`config.mk`:
```
export PLATFORM = sky130hd
export DESIGN_NAME = alu_share_arbiter
export DESIGN_NICKNAME = d
export VERILOG_FILES = /design/src/rtl/alu_share_arbiter.sv
export SDC_FILE = /design/constraint.sdc
export NUM_CORES = 1
export LEC_CHECK = 0
export BUFFER_PORTS_ARGS = -buffer_cell sky130_fd_sc_hd__buf_2
export CAP_MARGIN = 10
export CORE_AREA = 5 5 118 120
export CTS_CLUSTER_DIAMETER = 150
export CTS_CLUSTER_SIZE = 20
export DETAILED_ROUTE_END_ITERATION = 10
export DIE_AREA = 0 0 123 125
export PLACE_DENSITY = 0.64
export SYNTH_ARGS = -nofsm -noshare
export SYNTH_HDL_FRONTEND = slang
export SYNTH_SLANG_ARGS = --single-unit
```
`constraint.sdc`:
```
create_clock -name clk -period 1.77 [get_ports clk]
set_input_delay 0.0885 -clock clk [delete_from_list [all_inputs] [get_ports clk]]
set_output_delay 0.0885 -clock clk [all_outputs]
set_load 0.1 [all_outputs]
```
`src/rtl/alu_share_arbiter.sv`:
```
// alu_share_arbiter: time-shares one external ALU between two requesters.
// Arbitration is round-robin. The block drives the shared ALU inputs, captures
// the ALU result and zero flag, and holds each response until its owner takes it.
//
// Optional build macro: ALU_ARB_STATS_EN adds the saturating counters
// grant0_cnt, grant1_cnt and stall_cnt.
//
// Ports:
//   clk, reset                    clock (rising edge), async active-high reset
//   req{0,1}_valid/ready          request handshake (ready is combinational)
//   req{0,1}_srca/srcb/ctrl       request operands and ALU control code
//   rsp{0,1}_valid/ready          response handshake
//   rsp{0,1}_result/zero          captured ALU result and zero flag
//   alu_srca/srcb/ctrl            to the shared ALU (zero when no grant)
//   alu_result/zero               from the shared ALU
//   grant0_cnt/grant1_cnt/stall_cnt  (ALU_ARB_STATS_EN only) statistics
module alu_share_arbiter #(
    parameter int unsigned DATA_W = 32,
    parameter int unsigned CTRL_W = 3
) (
    input  logic              clk,
    input  logic              reset,
    input  logic              req0_valid,
    output logic              req0_ready,
    input  logic [DATA_W-1:0] req0_srca,
    input  logic [DATA_W-1:0] req0_srcb,
    input  logic [CTRL_W-1:0] req0_ctrl,
    input  logic              req1_valid,
    output logic              req1_ready,
    input  logic [DATA_W-1:0] req1_srca,
    input  logic [DATA_W-1:0] req1_srcb,
    input  logic [CTRL_W-1:0] req1_ctrl,
    output logic              rsp0_valid,
    input  logic              rsp0_ready,
    output logic [DATA_W-1:0] rsp0_result,
    output logic              rsp0_zero,
    output logic              rsp1_valid,
    input  logic              rsp1_ready,
    output logic [DATA_W-1:0] rsp1_result,
    output logic              rsp1_zero,
`ifdef ALU_ARB_STATS_EN
    output logic [15:0]       grant0_cnt,
    output logic [15:0]       grant1_cnt,
    output logic [15:0]       stall_cnt,
`endif
    output logic [DATA_W-1:0] alu_srca,
    output logic [DATA_W-1:0] alu_srcb,
    output logic [CTRL_W-1:0] alu_ctrl,
    input  logic [DATA_W-1:0] alu_result,
    input  logic              alu_zero
);

    typedef enum logic {
        IDLE = 1'b0,
        HOLD = 1'b1
    } state_t;

    state_t            state;
    state_t            state_nxt;
    logic              owner;
    logic              last_grant;
    logic [DATA_W-1:0] result_q;
    logic              zero_q;

    logic              owner_ready;
    logic              slot_free;
    logic              any_valid;
    logic              grant_vld;
    logic              grant_id;

    // Grant decision: the slot frees when idle or when the held response drains.
    always_comb begin
        owner_ready = owner ? rsp1_ready : rsp0_ready;
        slot_free   = (state == IDLE) || owner_ready;
        any_valid   = req0_valid || req1_valid;
        grant_vld   = slot_free && any_valid;
        // On a tie the requester that did not win last time goes next.
        grant_id    = (req0_valid && req1_valid) ? ~last_grant : req1_valid;
    end

    // State register.
    always_ff @(posedge clk or posedge reset) begin
        if (reset) begin
            state <= IDLE;
        end else begin
            state <= state_nxt;
        end
    end

    // Next-state logic.
    always_comb begin
        state_nxt = state;
        if (slot_free) begin
            state_nxt = grant_vld ? HOLD : IDLE;
        end
    end

    // Output logic: request handshakes, ALU operand mux, response qualification.
    always_comb begin
        req0_ready  = 1'b0;
        req1_ready  = 1'b0;
        alu_srca    = '0;
        alu_srcb    = '0;
        alu_ctrl    = '0;
        rsp0_valid  = 1'b0;
        rsp1_valid  = 1'b0;
        rsp0_result = '0;
        rsp1_result = '0;
        rsp0_zero   = 1'b0;
        rsp1_zero   = 1'b0;
        if (grant_vld) begin
            req0_ready = ~grant_id;
            req1_ready = grant_id;
            alu_srca   = grant_id ? req1_srca : req0_srca;
            alu_srcb   = grant_id ? req1_srcb : req0_srcb;
            alu_ctrl   = grant_id ? req1_ctrl : req0_ctrl;
        end
        if (state == HOLD) begin
            rsp0_valid = ~owner;
            rsp1_valid = owner;
        end
        if (rsp0_valid) begin
            rsp0_result = result_q;
            rsp0_zero   = zero_q;
        end
        if (rsp1_valid) begin
            rsp1_result = result_q;
            rsp1_zero   = zero_q;
        end
    end

    // Result capture and ownership tracking; only updated on a grant.
    always_ff @(posedge clk or posedge reset) begin
        if (reset) begin
            owner      <= 1'b0;
            last_grant <= 1'b1;
            result_q   <= '0;
            zero_q     <= 1'b0;
        end else if (grant_vld) begin
            owner      <= grant_id;
            last_grant <= grant_id;
            result_q   <= alu_result;
            zero_q     <= alu_zero;
        end
    end

`ifdef ALU_ARB_STATS_EN
    localparam int unsigned CNT_W = 16;
    localparam logic [CNT_W-1:0] CNT_MAX = '1;

    // Saturating grant and stall counters.
    always_ff @(posedge clk or posedge reset) begin
        if (reset) begin
            grant0_cnt <= '0;
            grant1_cnt <= '0;
            stall_cnt  <= '0;
        end else begin
            if (grant_vld && !grant_id && grant0_cnt != CNT_MAX) begin
                grant0_cnt <= grant0_cnt + CNT_W'(1);
            end
            if (grant_vld && grant_id && grant1_cnt != CNT_MAX) begin
                grant1_cnt <= grant1_cnt + CNT_W'(1);
            end
            if (any_valid && !grant_vld && stall_cnt != CNT_MAX) begin
                stall_cnt <= stall_cnt + CNT_W'(1);
            end
        end
    end
`endif

endmodule
```
==> qor.yml <==
timing:
  hold_viol: 0
  rsz0062_at_grt: "yes"
  clock_skew_ns: 0.003047
  worst_slack_ns: -0.1571
  tightest_slew_ns: 0.5022
  fin_crit_ns: 1.927
  relSlewSlack_pct: 66.52
  setup_viol: 68
  drv_slew: 0
  fmax_mhz: 518.9
  min_period_over_period_pct: 108.9
worst_setup_path:
  crit_path_end: "alu_srcb[27]"
  critPathMaxFanout: 12
  crit_chain: "buf_6 -> a21boi_4 -> buf_6 -> buf_6 -> nand2_1 -> a21oi_4 -> buf_12"
  max_stage_delay_ns: 0.38
  end_kind: "output pin"
  crit_required_ns: 1.68
  ff2ff_path_depth: 6
  rrSetupSlack_ns: 0.01
  cpMostUsedCell: "buf_6"
  critPathArrivalTime_ns: 1.84
  crit_slowest_cell: "dfstp_2"
  reg2reg_from: "owner"
  rr_endpoint: "result_q[31]"
  crit_path_start: "last_grant"
  critPathLaunchType: "flip-flop"
  path_class: "reg2out"
clock_network:
  clkLatencyLatePin_ns: 0.28
  cts.path.max_buffers: 2
  cts.sinks: 36
  cts-root-buf: "clkbuf_16"
  htree_levels: 2
  cts_tree: "built"
  cts-buffers-inserted: 5
  path_clk_slew_ns: 0.06
yosys:
  synth_warnings: 0
  synth_edf_count: 0
  ys.flop_type: "dfrtp_1"
  synthTopCellsByCount: "135 x nand2_1, 67 x a21oi_1, 66 x and3_1, 35 x dfrtp_1, 23 x clkbuf_1"
  syn_inst: 396
  synthTopCellsByArea: "dfrtp_1 30%, nand2_1 17%, and3_1 14%, a21oi_1 11%, mux2_4 8.1%"
  ys_async_sr_fraction_pct: 100.0
  synth_area_mm2: 0.002968
  syn_nets: 569
  ys_seq_elements: 36
  synth_area_leader_cell: "dfrtp_1"
  synth_cell_types: 24
  synth_top_area_share_pct: 29.51
  postSynthAreaPerCell_um2: 7.495
  synthMostInstantiatedCell: "nand2_1"
  ys_seq_area_share_pct: 30.40
min_path:
  whs_path_depth: 2
  hp-class: "in2reg"
global_routing:
  overflow: 0
  grt_pass1_wl_um: 26700
  track_usage_pct: 22.23
  grt_max_degree: 70
  grt_pass1_vias: 4660
  antenna_found_initial: 5
cells_and_area:
  drive_above_1_share_pct: 80.43
  final_nets: 909
  stdcell_count: 918
  finalInstanceArea_mm2: 0.009160
  area_growth_pct: 208.6
floorplanning:
  ios: 310
  die_x_um: 123
  start_util_pct: 23.05
  dieArea_mm2: 0.01538
  rows: 42
  die_h_um: 125
  core-area_mm2: 0.01287
placement:
  place_congestion: 0.8867
  place_hpwl_um: 12190
  placedCellCount: 866
  post-place-ws_ns: 0.07733
  port_buffers: 309
  placed_area_mm2: 0.007447
run:
  drv_cap: 0
detailed_routing:
  vias: 4537
  vias_per_cell: 4.942
  ant_nets: 0
  drtIter0Drc: 187
  drc: 0
  drt_wl_total_um: 20220
  drt_pre_antenna_iters: 6
  wl_per_cell_um: 22.02
power:
  ir_drop_mv: 1.145
  power-per-cell-area_mw_per_mm2: 1449
  leakagePower_nw: 4.176
  fin_total_pwr_mw: 13.27
run_status:
  status: "finished, violations left"
  violations: "negative setup slack"
[worst min path at each step]
stage                         startpoint            to  slack (ns)
after floorplan           alu_result[19]  result_q[19]        0.24
after global placement             reset         owner        0.24
after detailed placement           reset         owner        0.24
after CTS                 alu_result[23]  result_q[23]        0.03
after global routing      alu_result[23]  result_q[23]        0.03
final                     alu_result[22]  result_q[22]        0.04
[state kept, by name, summed over array words and instances, names as in the netlist]
name        count
result_q       32
last_grant      1
owner           1
state           1
zero_q          1
[layer usage]
metal  GRT usage [%]  share of wire [%]
met5               0                  0
met4           9.381                5.2
met2           41.43                 52
met1           22.62                 34
met3           6.594                8.4
[cell usage in the layout, fill, tap and decap left out, drive strengths merged]
cell type	n
or2	2
a21oi	67
inv	2
a21bo	1
and3	66
o22a	1
nand2	135
dlygate4sd3	1
a21boi	2
mux2	33
clkbuf	14
dfrtp	35
o21ai	2
nor2	4
and2	1
buf	364
dfstp	1
a2bb2oi	1
o2bb2ai	1
clkinvlp	1
diode	6
bufbuf	1
mux2i	1
[kinds of logic after synthesis]
kind of cell	count (synthesis)	share of synthesized area, %
simple gates	208	32.12
compound gates	75	13.70
buf+inv	43	8.769
flops	36	30.40
mux	34	15.01
[cell type report]
type	instances	area [µm²]
Tap cell	176	220.2
Multi-Input combinational cell	317	3097
Clock buffer	7	152.6
Fill cell	858	3715
Sequential cell	36	902.1
Antenna cell	6	15.01
Timing Repair Buffer	373	4758
Inverter	3	15.01
[timing repair]
item | in CTS | in global routing
setup endpoints to repair | 107 | 130
endpoints found under the hold margin | 35 | 0
setup buffers | 16 | 5
pin swaps | 34 | 40
cloned | 9 | 9
resized for setup | 153 | 106
hold buffers | 1 | 0
[report_power, final]
part | internal, mW | switching (mW)
registers | 1.04 | 0.166
clock network | 0.591 | 0.332
logic | 4.32 | 6.83
[critical path: cells and delay by family, from the launching register on]
family | cells | cell delay [ns]
buffers and inverters | 4 | 0.65
DFF | 1 | 0.38
AOI/OAI and AO/OA | 2 | 0.34
and+or+nand+nor | 1 | 0.17
[metrics by stage]
step | hold WS [ns] | util (%) | setup TNS [ns]
after floorplan | 0.2370 | - | -5.454
after global placement | 0.2362 | 57.84 | 0
after detailed placement | 0.2376 | 57.84 | 0
after CTS | 0.02771 | 66.18 | -5.439
after global routing | 0.02866 | 71.11 | -9.523
final | 0.03768 | 71.15 | -4.147
Power figures use the tool's default switching activity.
